### src/rtl/snn_pkg.sv
// Shared definitions for the SNN front end: image loader state encoding and
// default frame geometry (98 bytes = 784 one-bit pixels, 10-bit pixel address).
package snn_pkg;

  localparam int NUM_BYTES_DEF = 98;
  localparam int ADDR_W_DEF    = 10;

  typedef enum logic [1:0] {
    ST_WAIT,
    ST_UNPACK,
    ST_START,
    ST_BUSY
  } loader_state_t;

endpackage

### src/rtl/image_loader.sv
// Unpacks UART bytes LSB-first into a 1-bit pixel RAM, starts the SNN core when a
// frame is complete and hands the RAM address port to the core until it is done.
module image_loader
  import snn_pkg::*;
#(
  parameter int NUM_BYTES = NUM_BYTES_DEF,
  parameter int ADDR_W    = ADDR_W_DEF
) (
  input  logic              clk,
  input  logic              rst_n,
  input  logic              rx_rdy,
  input  logic [7:0]        rx_data,
  input  logic [ADDR_W-1:0] core_addr,
  input  logic              core_done,
  output logic              ram_we,
  output logic              ram_d,
  output logic [ADDR_W-1:0] ram_addr,
  output logic              start_core,
  output logic              overrun
);

  // Loader address is {byte count, bit index}, i.e. 8 x count + bit.
  localparam int              CNT_W     = ADDR_W - 3;
  localparam logic [CNT_W-1:0] LAST_BYTE = CNT_W'(NUM_BYTES - 1);

  loader_state_t    state_reg, state_next;
  logic [CNT_W-1:0] count_reg, count_next;
  logic [2:0]       bit_reg, bit_next;
  logic [7:0]       shift_reg, shift_next;
  logic [7:0]       buf_reg, buf_next;
  logic             buf_valid_reg, buf_valid_next;
  logic             overrun_reg, overrun_next;
  logic             last_bit;

  always_ff @(posedge clk or negedge rst_n) begin
    if (!rst_n) begin
      state_reg     <= ST_WAIT;
      count_reg     <= '0;
      bit_reg       <= '0;
      shift_reg     <= '0;
      buf_reg       <= '0;
      buf_valid_reg <= 1'b0;
      overrun_reg   <= 1'b0;
    end else begin
      state_reg     <= state_next;
      count_reg     <= count_next;
      bit_reg       <= bit_next;
      shift_reg     <= shift_next;
      buf_reg       <= buf_next;
      buf_valid_reg <= buf_valid_next;
      overrun_reg   <= overrun_next;
    end
  end

  assign last_bit = (bit_reg == 3'd7);

  always_comb begin
    state_next     = state_reg;
    count_next     = count_reg;
    bit_next       = bit_reg;
    shift_next     = shift_reg;
    buf_next       = buf_reg;
    buf_valid_next = buf_valid_reg;
    overrun_next   = overrun_reg;

    case (state_reg)
      ST_WAIT: begin
        if (rx_rdy) begin
          shift_next = rx_data;
          bit_next   = 3'd0;
          state_next = ST_UNPACK;
        end
      end

      ST_UNPACK: begin
        shift_next = {1'b0, shift_reg[7:1]};
        bit_next   = bit_reg + 3'd1;
        if (last_bit && (count_reg != LAST_BYTE)) begin
          // Byte boundary inside the frame: chain the next byte with no idle cycle.
          count_next = count_reg + 1'b1;
          if (buf_valid_reg) begin
            shift_next = buf_reg;
            if (rx_rdy) buf_next = rx_data;
            else        buf_valid_next = 1'b0;
          end else if (rx_rdy) begin
            shift_next = rx_data;
          end else begin
            state_next = ST_WAIT;
          end
        end else begin
          if (last_bit) state_next = ST_START;
          if (rx_rdy) begin
            if (buf_valid_reg) begin
              overrun_next = 1'b1;
            end else begin
              buf_next       = rx_data;
              buf_valid_next = 1'b1;
            end
          end
        end
      end

      ST_START: begin
        // Anything still pending belongs to no frame and is discarded.
        if (buf_valid_reg || rx_rdy) overrun_next = 1'b1;
        buf_valid_next = 1'b0;
        state_next     = ST_BUSY;
      end

      ST_BUSY: begin
        if (rx_rdy) overrun_next = 1'b1;
        if (core_done) begin
          state_next     = ST_WAIT;
          count_next     = '0;
          bit_next       = '0;
          buf_valid_next = 1'b0;
          overrun_next   = 1'b0;
        end
      end

      default: state_next = ST_WAIT;
    endcase
  end

  assign ram_we     = (state_reg == ST_UNPACK);
  assign ram_d      = ram_we & shift_reg[0];
  assign ram_addr   = (state_reg == ST_BUSY) ? core_addr : {count_reg, bit_reg};
  assign start_core = (state_reg == ST_START);
  assign overrun    = overrun_reg;

endmodule

### config.mk
export PLATFORM = sky130hd
export DESIGN_NAME = image_loader
export DESIGN_NICKNAME = d
export VERILOG_FILES = /design/src/rtl/snn_pkg.sv /design/src/rtl/image_loader.sv
export SDC_FILE = /design/constraint.sdc
export NUM_CORES = 1
export LEC_CHECK = 0
export ABC_AREA = 1
export BUFFER_PORTS_ARGS = -buffer_cell sky130_fd_sc_hd__buf_2
export CAP_MARGIN = 20
export CORE_MARGIN = 3
export CORE_UTILIZATION = 55
export CTS_BUF_LIST = sky130_fd_sc_hd__clkbuf_2 sky130_fd_sc_hd__clkbuf_4 sky130_fd_sc_hd__clkbuf_8
export DETAILED_ROUTE_END_ITERATION = 10
export PLACE_DENSITY_LB_ADDON = 0.3
export SLEW_MARGIN = 20
export SYNTH_ARGS = -nofsm -noshare
export SYNTH_HDL_FRONTEND = slang
export SYNTH_SLANG_ARGS = --single-unit
### constraint.sdc
create_clock -name clk -period 3.45 [get_ports clk]
set_input_delay 0.345 -clock clk [delete_from_list [all_inputs] [get_ports clk]]
set_output_delay 0.345 -clock clk [all_outputs]
set_load 0.05 [all_outputs]
Yosys cells after proc, flatten, opt, wreduce, memory -nomap -nowiden
Cells that the tools add are included.
{"block": "op_classes", "n_div": 0, "addsub": 2, "n_eq_ne": 20, "multipliers": 0, "bitwise": 1, "n_lt_le_gt_ge": 0, "n_mux": 35, "shift": 0, "n_reduce_logical": 15}
{"op": "$mux W8", "count": 8}
{"op": "$pmux W8 S2", "count": 1}
{"op": "$mux W7", "count": 2}
{"op": "$pmux W7 S2", "count": 1}
{"op": "$mux W2", "count": 6}
{"op": "$ne A2 B2 Y1 const B", "count": 6}
{"op": "$mux W1", "count": 10}
{"op": "$mux W10", "count": 1}
{"op": "$reduce_and A5 Y1", "count": 2}
{"op": "$ne A3 B3 Y1 const B", "count": 3}
{"op": "$pmux W3 S3", "count": 1}
{"op": "$reduce_and A3 Y1", "count": 3}
{"op": "$ne A2 B1 Y1 const B", "count": 4}
{"op": "$pmux W2 S4", "count": 1}
{"op": "$add A7 B1 Y7 const B", "count": 1}
{"op": "$ne A7 B7 Y1 const B", "count": 1}
{"op": "$mux W3", "count": 2}
{"op": "$pmux W1 S3", "count": 2}
{"op": "$reduce_and A6 Y1", "count": 1}
{"op": "$reduce_bool A2 Y1", "count": 3}
{"op": "$reduce_bool A3 Y1", "count": 2}
{"op": "$eq A2 B2 Y1 const B", "count": 2}
{"op": "$add A3 B1 Y3 const B", "count": 1}
{"op": "$eq A3 B3 Y1 const B", "count": 1}
{"op": "other kinds (8)", "count": 8}
{"block": "word_totals", "elab_cells": 80, "rom_bits": 0, "inputBits": 22, "ff_bits": 30, "n_memories": 0, "ramBits": 0, "latchBits": 0, "output_inout_bits": 14}

Logic depth before layout (Yosys ltp)
Gate-level depths: netlist of run 1.
{"block": "logic_depth", "word_depth": 4, "mapped_depth": 11, "ltp_nobuf": 10}

Least setup slack after synthesis of run 1
No wires, ideal clock.
{"block": "synth_timing", "kind": "reg-to-output", "from": "reg state_reg[0]", "to": "out ram_addr[0]", "arrival_ps": 1876, "required_ps": 3105, "n_path_buf": 1, "slack_ps": 1229, "path_stages_with_launch": 5, "cell_sequence": "dfrtp_1 -> nand2_2 -> inv_2 -> clkbuf_1 -> o21ai_0"}
{"block": "synth_via", "elab_chain_len": 2}
{"item": "start, declared", "line_no": "image_loader.sv:26", "text": "loader_state_t state_reg, state_next;"}
{"item": "start signal, assigned", "line_no": "image_loader.sv:45", "text": "state_reg <= state_next;"}
{"item": "$eq A2 B2 Y1", "line_no": "image_loader.sv:127", "text": "assign ram_addr = (state_reg == ST_BUSY) ? core_addr : {count_reg, bit_reg};"}
{"item": "$mux W10", "line_no": "image_loader.sv:127"}
{"item": "end, declared", "line_no": "image_loader.sv:17", "text": "output logic [ADDR_W-1:0] ram_addr,"}
Every way passes these cells.

Worst setup path after layout of run 1
{"block": "layout_timing", "from": "reg state_reg[0]", "to": "out ram_addr[4]"}
The elaborated chain is that of the path after synthesis.

==> results.yml, run 1 <==
global_route:
  grt_usage_pct: 23.5
  grt_pass1_vias: 1765
  overflow: 0
  antenna_found_initial: 0
  grt_pass1_wl_um: 8100
  grt_max_degree: 31
cts:
  cts.repair.resized: 0
  hold_buffers: 0
  insertion_delay_ns: 0.28
  cts_sinks: 30
  cts.htree.levels: 2
  clockBufferDepth: 2
  cts_tree: "yes"
  cts-root-buf: "clkbuf_8"
  cts_setup_buffers: 0
  clk_pin_slew_ns: 0.06
  numCtsBuffers: 5
run_status:
  status: "completed"
floorplan:
  die_h_um: 67.3
  chipWidth_um: 67.3
  rows: 21
  io_pins: 36
  die_area_um2: 4530
  start_util_pct: 59.6
  design.core.area_um2: 3470
critical_path:
  worstPathMaxFanout: 23
  critPathLaunchType: "flop"
  setup.worst_path.start: "state_reg[0]"
  rrSetupSlack_ns: 1.77
  setup.worst_path.end: "ram_addr[4]"
  path_class: "flop to primary output"
  critPathCaptureType: "primary output"
  crit_arrival_ns: 1.65
  rr_endpoint: "buf_reg[2]"
  cp.required_ns: 3.11
  r2r_cells: 7
  worstReg2RegStart: "bit_reg[0]"
yosys:
  synth_area_um2: 2070
  seq_area_frac_synth_pct: 36.3
  synth_compound_area_share_pct: 14.4
  synth_edf_count: 0
  yosys_most_used_dff: "dfrtp_1"
  syn_avg_cell_area_um2: 7.03
  async_flop_share_pct: 100
  synthAdderAreaFrac_pct: 2.42
  synth_top_family_by_area: "simple AND/OR/NAND/NOR gates"
  synth_warnings: 0
  syn-num-nets: 320
  synthCells: 294
  synth-xor-area-share_pct: 0.848
  synthSimpleGateAreaFrac_pct: 34.2
  ys_ff_latch: 30
  synth.distinct_cells: 30
  synth_mux_area_share_pct: 0.485
finish:
  multiInputGateArea_um2: 1080
  num-fill-cells: 317
  diodes: 0
  drive_gt1_share_pct: 21.9
  syn_to_final_growth_pct: 12.8
  num-nets-final: 355
  design_area_um2: 2330
  regArea_um2: 751
routing:
  detail_route.wl_per_cell_um: 12.7
  routed_wl_um: 4770
  ant_nets: 0
  firstDrtPassIters: 4
  via_per_inst: 5.15
  vias: 1931
  drc: 0
  drt_iter0_drc: 179
flow_run:
  drv_cap: 0
place:
  place_area_um2: 2250
  hpwl_um: 3470
  gp_congestion: 0.883
  io_buffer_count: 35
power_and_ir_drop:
  irDropWorstVdd_mv: 0.500
  power_density_nw_per_um2: 914
  power.total_mw: 2.13
  power.leakage_nw: 1.24
sta:
  tns_ns: 0
  period_needed_ns: 2.00
  worst_pin_slew_ns: 0.697
  setup_viol: 0
  clock-skew-final_ns: 0.00618
  rsz0062_at_grt: "false"
  fmax_mhz: 501
  relSlewSlack_pct: 53.5
  timing.final.hold_violations: 0
  drv_slew: 0
  finalCritPeriodShare_pct: 57.9
worst_hold_path:
  hold_class: "input pin to asynchronous set/reset pin"
worst min path at each step:
stage,from,end,slack (ns),depth (start not counted)
after floorplan,rst_n,asynchronous set/reset pin,0.05,0
after global placement,rst_n,count_reg[4],0.42,1
after detailed placement,rst_n,count_reg[4],0.43,1
after CTS,rst_n,count_reg[4],0.12,1
after global routing,rst_n,count_reg[4],0.16,1
final,rst_n,count_reg[4],0.10,1
power breakdown:
| group | leakage, nW | internal [mW] | switching, mW |
|---|---|---|---|
| clock network | 0.0452 | 0.154 | 0.127 |
| registers | 0.377 | 0.505 | 0.149 |
| logic | 0.820 | 0.347 | 0.849 |
logic make-up (layout without fill, tap and decap cells):
family,after synthesis,count (layout)
and+or+nand+nor,152,152
buffers and inverters,55,90
AOI/OAI and AO/OA,50,50
DFF,30,30
adders and majority gates,4,4
xor gates and xnor gates,2,2
muxes,1,1
critical path, stage by stage (launching register included):
cell and delay [ns]:
dfrtp_1 0.49, nand2_2 0.13, inv_2 0.27, nand2_1 0.08, o21ai_0 0.09, buf_2 0.29
through the flow:
stage	hold slack (ns)	utilization, %	instances	setup WS [ns]
6_report	0.102	67.2	375	1.45
5_1_grt	0.155	67.2	375	1.33
4_1_cts	0.123	67.2	375	1.46
2_1_floorplan	0.0494	-	294	1.23
3_5_place_dp	0.435	64.8	368	1.78
3_3_place_gp	0.419	64.8	368	1.78
cells in the mapped netlist, types with 2 or more instances:
master | n | share of area, %
ha_1 | 4 | 2.4
inv_2 | 6 | 1.1
nand2_4 | 4 | 2.2
xor2_1 | 2 | 0.85
nand2_1 | 81 | 15
o21ai_0 | 24 | 5.8
inv_1 | 41 | 7.5
o21bai_1 | 2 | 0.73
nand3_4 | 3 | 2.5
nor2_1 | 27 | 4.9
o21ai_2 | 9 | 3.8
nand4_1 | 2 | 0.61
o21ai_1 | 3 | 0.73
or2_0 | 3 | 0.91
dfrtp_1 | 30 | 36
nor2_2 | 3 | 0.91
nand2_2 | 3 | 0.91
nand3_1 | 25 | 6.1
a21oi_1 | 9 | 2.2
buf_2 | 3 | 0.73
cell type report:
type | instances | area share, %
Timing Repair Buffer | 35 | 7.51
Inverter | 48 | 7.84
Tap cell | 46 | 2.47
Sequential cell | 30 | 32.2
Multi-Input combinational cell | 209 | 46.4
Clock buffer | 7 | 3.60
layout by cell type, fill, tap and decap left out, types with 3 or more instances in the layout:
| cell type | instances |
|---|---|
| a21oi_1 | 9 |
| buf_2 | 35 |
| clkbuf_8 | 5 |
| dfrtp_1 | 30 |
| ha_1 | 4 |
| inv_1 | 41 |
| inv_2 | 6 |
| nand2_1 | 81 |
| nand2_2 | 3 |
| nand2_4 | 4 |
| nand3_1 | 25 |
| nand3_4 | 3 |
| nor2_1 | 27 |
| nor2_2 | 3 |
| o21ai_0 | 24 |
| o21ai_1 | 3 |
| o21ai_2 | 9 |
| or2_0 | 3 |
per-layer routing:
| layer | wire length, um | track usage [%] | vias to the layer above |
|---|---|---|---|
| li1 | - | - | 994 |
| met1 | 2240 | 32.5 | 877 |
| met5 | 0 | 0 | - |
| met4 | 51 | 7.09 | 0 |
| met3 | 297 | 5.16 | 7 |
| met2 | 2180 | 36.9 | 53 |
(Power assumes the default switching activity.)
==> inputs of run 2 (changes only) <==
--- a/config.mk
+++ b/config.mk
@@ -5,11 +5,11 @@
 export SDC_FILE = /design/constraint.sdc
 export NUM_CORES = 1
 export LEC_CHECK = 0
-export ABC_AREA = 1
+export ABC_AREA = 0
 export BUFFER_PORTS_ARGS = -buffer_cell sky130_fd_sc_hd__buf_2
 export CAP_MARGIN = 20
 export CORE_MARGIN = 3
-export CORE_UTILIZATION = 55
+export CORE_UTILIZATION = 51
 export CTS_BUF_LIST = sky130_fd_sc_hd__clkbuf_2 sky130_fd_sc_hd__clkbuf_4 sky130_fd_sc_hd__clkbuf_8
 export DETAILED_ROUTE_END_ITERATION = 10
 export PLACE_DENSITY_LB_ADDON = 0.3
==> constraint.sdc (replaced) <==
create_clock -name clk -period 1.7 [get_ports clk]
set_input_delay 0.17 -clock clk [delete_from_list [all_inputs] [get_ports clk]]
set_output_delay 0.17 -clock clk [all_outputs]
set_load 0.05 [all_outputs]
==> run 2 against run 1 <==
The run now ends with negative setup slack left. Non-clock buffer count is 35 higher. Synthesized cell count decreased by 37%. Worst hold slack worse by 0.037 ns. Utilization up 11 points. Clock power is 72% higher. Sequential share of layout area fell by 4.0 points. Clock skew up 0.013 ns. Synthesized area fell by 10%. Setup slack got worse by 1.6 ns. Die area fell by 3.1%. Combinational power rose by 140%. Largest cell class unchanged. Largest power group unchanged. Highest routed layer unchanged.
==> results.yml, run 2 <==
run_status:
  status: "complete, but fails checks"
  violations: "negative setup slack"
yosys:
  syn_avg_cell_area_um2: 10.0
  synth.distinct_cells: 39
  synth_commonest_cells: "dfrtp_1, nand2_1, mux2_2"
  syn-num-nets: 211
  synth_area_um2: 1850
  netlist_top_cells_area: "dfrtp_1, mux2_2, mux2i_1, o21ai_0, nand2_1"
  synth_warnings: 0
  yosysMostFrequentCell: "dfrtp_1"
  ys_ff_latch: 30
  synth_edf_count: 0
  yosys.area.top_type: "dfrtp_1"
  yosys_most_used_dff: "dfrtp_1"
  async_flop_share_pct: 100
  synthDominantCellAreaShare_pct: 40.6
  seq_area_frac_synth_pct: 40.6
  synthCells: 185
finish:
  num-fill-cells: 224
  syn_to_final_growth_pct: 44.1
  drive_gt1_share_pct: 43.3
  num-nets-final: 277
  design_area_um2: 2670
  layout_commonest_cell: "dfrtp_1"
  diodes: 0
  layout_common_cells: "dfrtp_1, buf_2, buf_4"
critical_path:
  setup.worst_path.end: "buf_reg[2]"
  cp_slowest_cell: "dfrtp_1"
  max_stage_delay_ns: 0.40
  path_class: "flop to flop"
  crit_arrival_ns: 2.11
  worstPathMaxFanout: 4
  rr_endpoint: "buf_reg[2]"
  cp_cell_sequence: "inv_1 > ha_2 > and4bb_2 > a21bo_4 > mux2i_4 > buf_6 > mux2_4"
  worstReg2RegStart: "count_reg[1]"
  critPathCaptureType: "flop"
  setup.worst_path.start: "count_reg[1]"
  critPathLaunchType: "flop"
  cp.required_ns: 1.95
  rrSetupSlack_ns: -0.16
  r2r_cells: 7
place:
  hpwl_um: 3340
  gp_congestion: 0.834
  io_buffer_count: 35
  place_area_um2: 2250
floorplan:
  die_h_um: 66.2
  rows: 21
  io_pins: 36
  die_area_um2: 4390
  chipWidth_um: 66.2
  design.core.area_um2: 3420
  start_util_pct: 54.2
global_route:
  grt_usage_pct: 23.4
  antenna_found_initial: 0
  overflow: 0
  grt_max_degree: 31
  grt_pass1_wl_um: 7660
  grt_pass1_vias: 1612
routing:
  drt_iter0_drc: 145
  detail_route.wl_per_cell_um: 19.1
  drc: 0
  via_per_inst: 6.02
  vias: 1795
  ant_nets: 0
  firstDrtPassIters: 4
  routed_wl_um: 5700
cts:
  clockBufferDepth: 2
  clk_pin_slew_ns: 0.11
  cts_sinks: 30
  cts-root-buf: "clkbuf_4"
  cts_tree: "yes"
  cts.htree.levels: 2
  insertion_delay_ns: 0.36
  numCtsBuffers: 5
power_and_ir_drop:
  power.leakage_nw: 1.25
  irDropWorstVdd_mv: 1.17
  power_density_nw_per_um2: 1700
  power.total_mw: 4.53
worst_hold_path:
  hold_class: "input pin to flop"
flow_run:
  drv_cap: 0
sta:
  period_needed_ns: 1.86
  setup_viol: 26
  fin_hold_ws_ns: 0.0659
  rsz0062_at_grt: "true"
  timing.final.hold_violations: 0
  relSlewSlack_pct: 53.9
  drv_slew: 0
  worst_slack_ns: -0.164
  clock-skew-final_ns: 0.0196
  fmax_mhz: 537
  finalCritPeriodShare_pct: 110
  worst_pin_slew_ns: 0.692
run 2: changes by cell type in the layout (fill, tap and decap cells not counted), sizes merged, moves of 6 or more:
cell   previous run  this run
a22o              0         8
nor2             30         7
o21ai            36        17
mux2              0        18
mux2i             1        16
nand3            29         4
nand2            88        20
inv              48         3
buf              35        67
a22oi             0         6
run 2: worst min-delay path by stage:
| stage | startpoint | endpoint | cells after the start |
|---|---|---|---|
| after CTS | rx_data[2] | buf_reg[2] | 2 |
| after global routing | rx_data[7] | buf_reg[7] | 2 |
| after floorplan | rst_n | asynchronous set/reset pin | 0 |
| after detailed placement | rst_n | count_reg[5] | 1 |
| final | rx_data[7] | buf_reg[7] | 2 |
| after global placement | rst_n | count_reg[6] | 1 |
run 2: what timing repair did:
item                                    CTS  global route
endpoints found under the setup margin   25            32
hold endpoints to repair                 30             0
setup buffers                             1             6
hold buffers                              1             0
gates resized for setup                  35            32
cloned                                    0             2
pin swaps                                 1             6
run 2: metrics by stage:
step / cells / TNS (ns) / setup slack [ns] / util (%)
after floorplan: 185 / -0.934 / -0.122 / -
after global placement: 280 / -0.804 / -0.104 / 65.9
after detailed placement: 280 / -1.25 / -0.151 / 65.9
after CTS: 290 / -2.21 / -0.121 / 71.6
after global routing: 298 / -4.11 / -0.229 / 78.1
final: 298 / -2.42 / -0.164 / 78.1
run 2: metal layers:
layer	part of all wire, %	vias to the layer above	global-route usage [%]	routed length [um]
met5	0	-	0	0
met4	3.7	0	10.4	209
met3	5.9	21	4.25	339
met2	49	85	38.0	2790
met1	41	880	30.2	2370
li1	-	809	-	-
run 2: layout make-up:
| class | instances | area (um2) | share of cell area [%] |
|---|---|---|---|
| clock buffers | 6 | 51.3 | 1.92 |
| clock inverters | 2 | 12.5 | 0.469 |
| flip-flops and latches | 30 | 752 | 28.2 |
| inverters | 5 | 22.5 | 0.845 |
| repair buffers | 70 | 629 | 23.6 |
| multi-input cells | 139 | 1140 | 42.8 |
| well taps | 46 | 57.6 | 2.16 |
run 2: logic make-up (layout without fill, tap and decap cells):
family	count (synthesis)	in the layout	share of synthesized area (%)
DFF	30	30	40.6
xor gates and xnor gates	4	4	1.89
and+or+nand+nor	49	49	13.2
adders and majority gates	4	4	2.70
AOI/OAI and AO/OA	48	48	17.8
muxes	34	34	20.3
buffers and inverters	16	83	3.58
run 2: power by group:
| group | internal, mW | total [mW] | switching, mW |
|---|---|---|---|
| Combinational | 1.39 | 2.84 | 1.45 |
| Sequential | 1.00 | 1.21 | 0.211 |
| Clock | 0.199 | 0.482 | 0.284 |
| Total | 2.59 | 4.53 | 1.94 |
run 2: critical path: cells and delay by family, from the launching register on:
family | cells | cell delay [ns]
buffers and inverters | 2 | 0.22
DFF | 1 | 0.40
and+or+nand+nor | 1 | 0.27
AOI/OAI and AO/OA | 1 | 0.16
adders and majority gates | 1 | 0.14
muxes | 2 | 0.57
==> inputs of run 3 (changes only) <==
--- a/config.mk
+++ b/config.mk
@@ -9,8 +9,9 @@
 export BUFFER_PORTS_ARGS = -buffer_cell sky130_fd_sc_hd__buf_2
 export CAP_MARGIN = 20
 export CORE_MARGIN = 3
-export CORE_UTILIZATION = 51
+export CORE_UTILIZATION = 25
 export CTS_BUF_LIST = sky130_fd_sc_hd__clkbuf_2 sky130_fd_sc_hd__clkbuf_4 sky130_fd_sc_hd__clkbuf_8
+export CTS_CLUSTER_SIZE = 28
 export DETAILED_ROUTE_END_ITERATION = 10
 export PLACE_DENSITY_LB_ADDON = 0.3
 export SLEW_MARGIN = 20
==> run 3 against run 2 <==
The flow still finishes with violations (negative setup slack). Sequential power hardly changed. Die area up 93%. First-iteration DRC count is 35% lower. Via count is 2.8% lower. Highest routed layer unchanged.
==> results.yml, run 3 (same netlist as run 2, synthesis figures left out) <==
floorplan:
  design.core.area_um2: 6980
  chipWidth_um: 92.0
  start_util_pct: 26.5
  rows: 30
  die_area_um2: 8470
  io_pins: 36
  die_h_um: 92.0
finish:
  final_cells: 351
  layout_common_cells: "dfrtp_1, buf_4, buf_2"
  drive_gt1_share_pct: 46.3
  num-nets-final: 280
  syn_to_final_growth_pct: 53.1
  diodes: 0
  design_area_um2: 2830
place:
  dp_cells: 330
  place_area_um2: 2330
  hpwl_um: 3450
  io_buffer_count: 35
  gp_congestion: 0.733
  preCtsSetupSlack_ns: -0.157
sta:
  finalCritPeriodShare_pct: 108
  clock-skew-final_ns: 0.00707
  fmax_mhz: 543
  period_needed_ns: 1.84
  tns_ns: -1.12
  setup_viol: 13
  relSlewSlack_pct: 50.9
  worst_slack_ns: -0.143
  rsz0062_at_grt: "true"
  timing.final.hold_violations: 0
  worst_pin_slew_ns: 0.736
  drv_slew: 0
critical_path:
  cp.required_ns: 1.86
  crit_buf_inv: 2
  path_class: "flop to flop"
  rr_endpoint: "buf_reg[7]"
  critPathCaptureType: "flop"
  r2r_cells: 7
  worstReg2RegStart: "count_reg[1]"
  crit_family: "multiplexers"
  worstPathMaxFanout: 8
  max_stage_delay_ns: 0.38
  cp_cell_sequence: "inv_1 > ha_2 > and4bb_2 > a21bo_4 > mux2i_4 > buf_12 > mux2_4"
  critPathLaunchType: "flop"
  rrSetupSlack_ns: -0.14
  cp_slowest_cell: "dfrtp_1"
  crit_arrival_ns: 2.01
cts:
  cts_tree: "yes"
  insertion_delay_ns: 0.28
  cts.htree.levels: 2
  numCtsBuffers: 5
  clk_pin_slew_ns: 0.06
  cts-root-buf: "clkbuf_8"
  cts_sinks: 30
  clockBufferDepth: 2
global_route:
  grt_usage_pct: 13.1
  grt_pass1_vias: 1721
  antenna_found_initial: 0
  overflow: 0
  grt_pass1_wl_um: 8750
  grt_max_degree: 31
worst_hold_path:
  worstHoldStart: "rx_data[2]"
  hold_class: "input pin to flop"
  hold_end: "buf_reg[2]"
  min_path_cells: 2
routing:
  routed_wl_um: 5470
  drc: 0
  via_per_inst: 4.97
  drt_iter0_drc: 94
  vias: 1744
  firstDrtPassIters: 4
  ant_nets: 0
  detail_route.wl_per_cell_um: 15.6
power_and_ir_drop:
  irDropWorstVdd_mv: 0.532
  power_density_nw_per_um2: 1670
  power.leakage_nw: 1.30
  power.total_mw: 4.72
run_status:
  status: "complete, but fails checks"
  violations: "negative setup slack"
flow_run:
  drv_cap: 0
[run 3: area by class of cell]
cell class                 count  area, um2
fill                         691       4150
multi-input combinational    139       1190
sequential                    30        751
timing repair buffer          73        651
tap                           96        120
clock buffer                   7       90.1
inverter                       5       22.5
clock inverter                 1       5.00
[run 3: where the power goes]
part / total [mW] / internal, mW / switching (mW)
Clock: 0.624 / 0.343 / 0.282
Combinational: 2.90 / 1.46 / 1.44
Sequential: 1.20 / 1.00 / 0.195
[run 3: worst max path at each step]
stage / start / depth (start not counted) / to
after floorplan: count_reg[0] / 5 / buf_reg[0]
after global placement: count_reg[1] / 7 / buf_reg[4]
after detailed placement: count_reg[1] / 7 / buf_reg[6]
after global routing: count_reg[1] / 7 / buf_reg[7]
after CTS: count_reg[1] / 7 / buf_reg[7]
final: count_reg[1] / 7 / buf_reg[7]
[run 3: per-stage QoR]
step	hold slack [ns]	utilization, %
2_1_floorplan	-0.126	-
3_3_place_gp	0.272	33.3
4_1_cts	0.155	38.1
5_1_grt	0.154	40.6
6_report	0.155	40.6
3_5_place_dp	0.272	33.3
[run 3: what timing repair did]
action,in CTS,in global routing
buffers inserted,5,4
setup endpoints to repair,30,34
gates cloned,2,1
hold buffers,1,0
pin swaps,1,7
resized for setup,39,37
hold endpoints to repair,30,0
[run 3: routing by layer]
layer / global-route usage [%] / up-vias / share of wire [%]
met5: 0 / - / 0
met4: 4.58 / 0 / 1.4
met3: 3.04 / 8 / 4.5
met2: 20.7 / 50 / 50
met1: 17.6 / 866 / 45
li1: - / 820 / -
[run 3: worst reg2reg max path, stage by stage, from the launching register on]
cell      delay [ns]
dfrtp_1         0.38
inv_1           0.06
ha_2            0.15
and4bb_2        0.28
a21bo_4         0.16
mux2i_4         0.24
buf_12          0.16
mux2_4          0.30
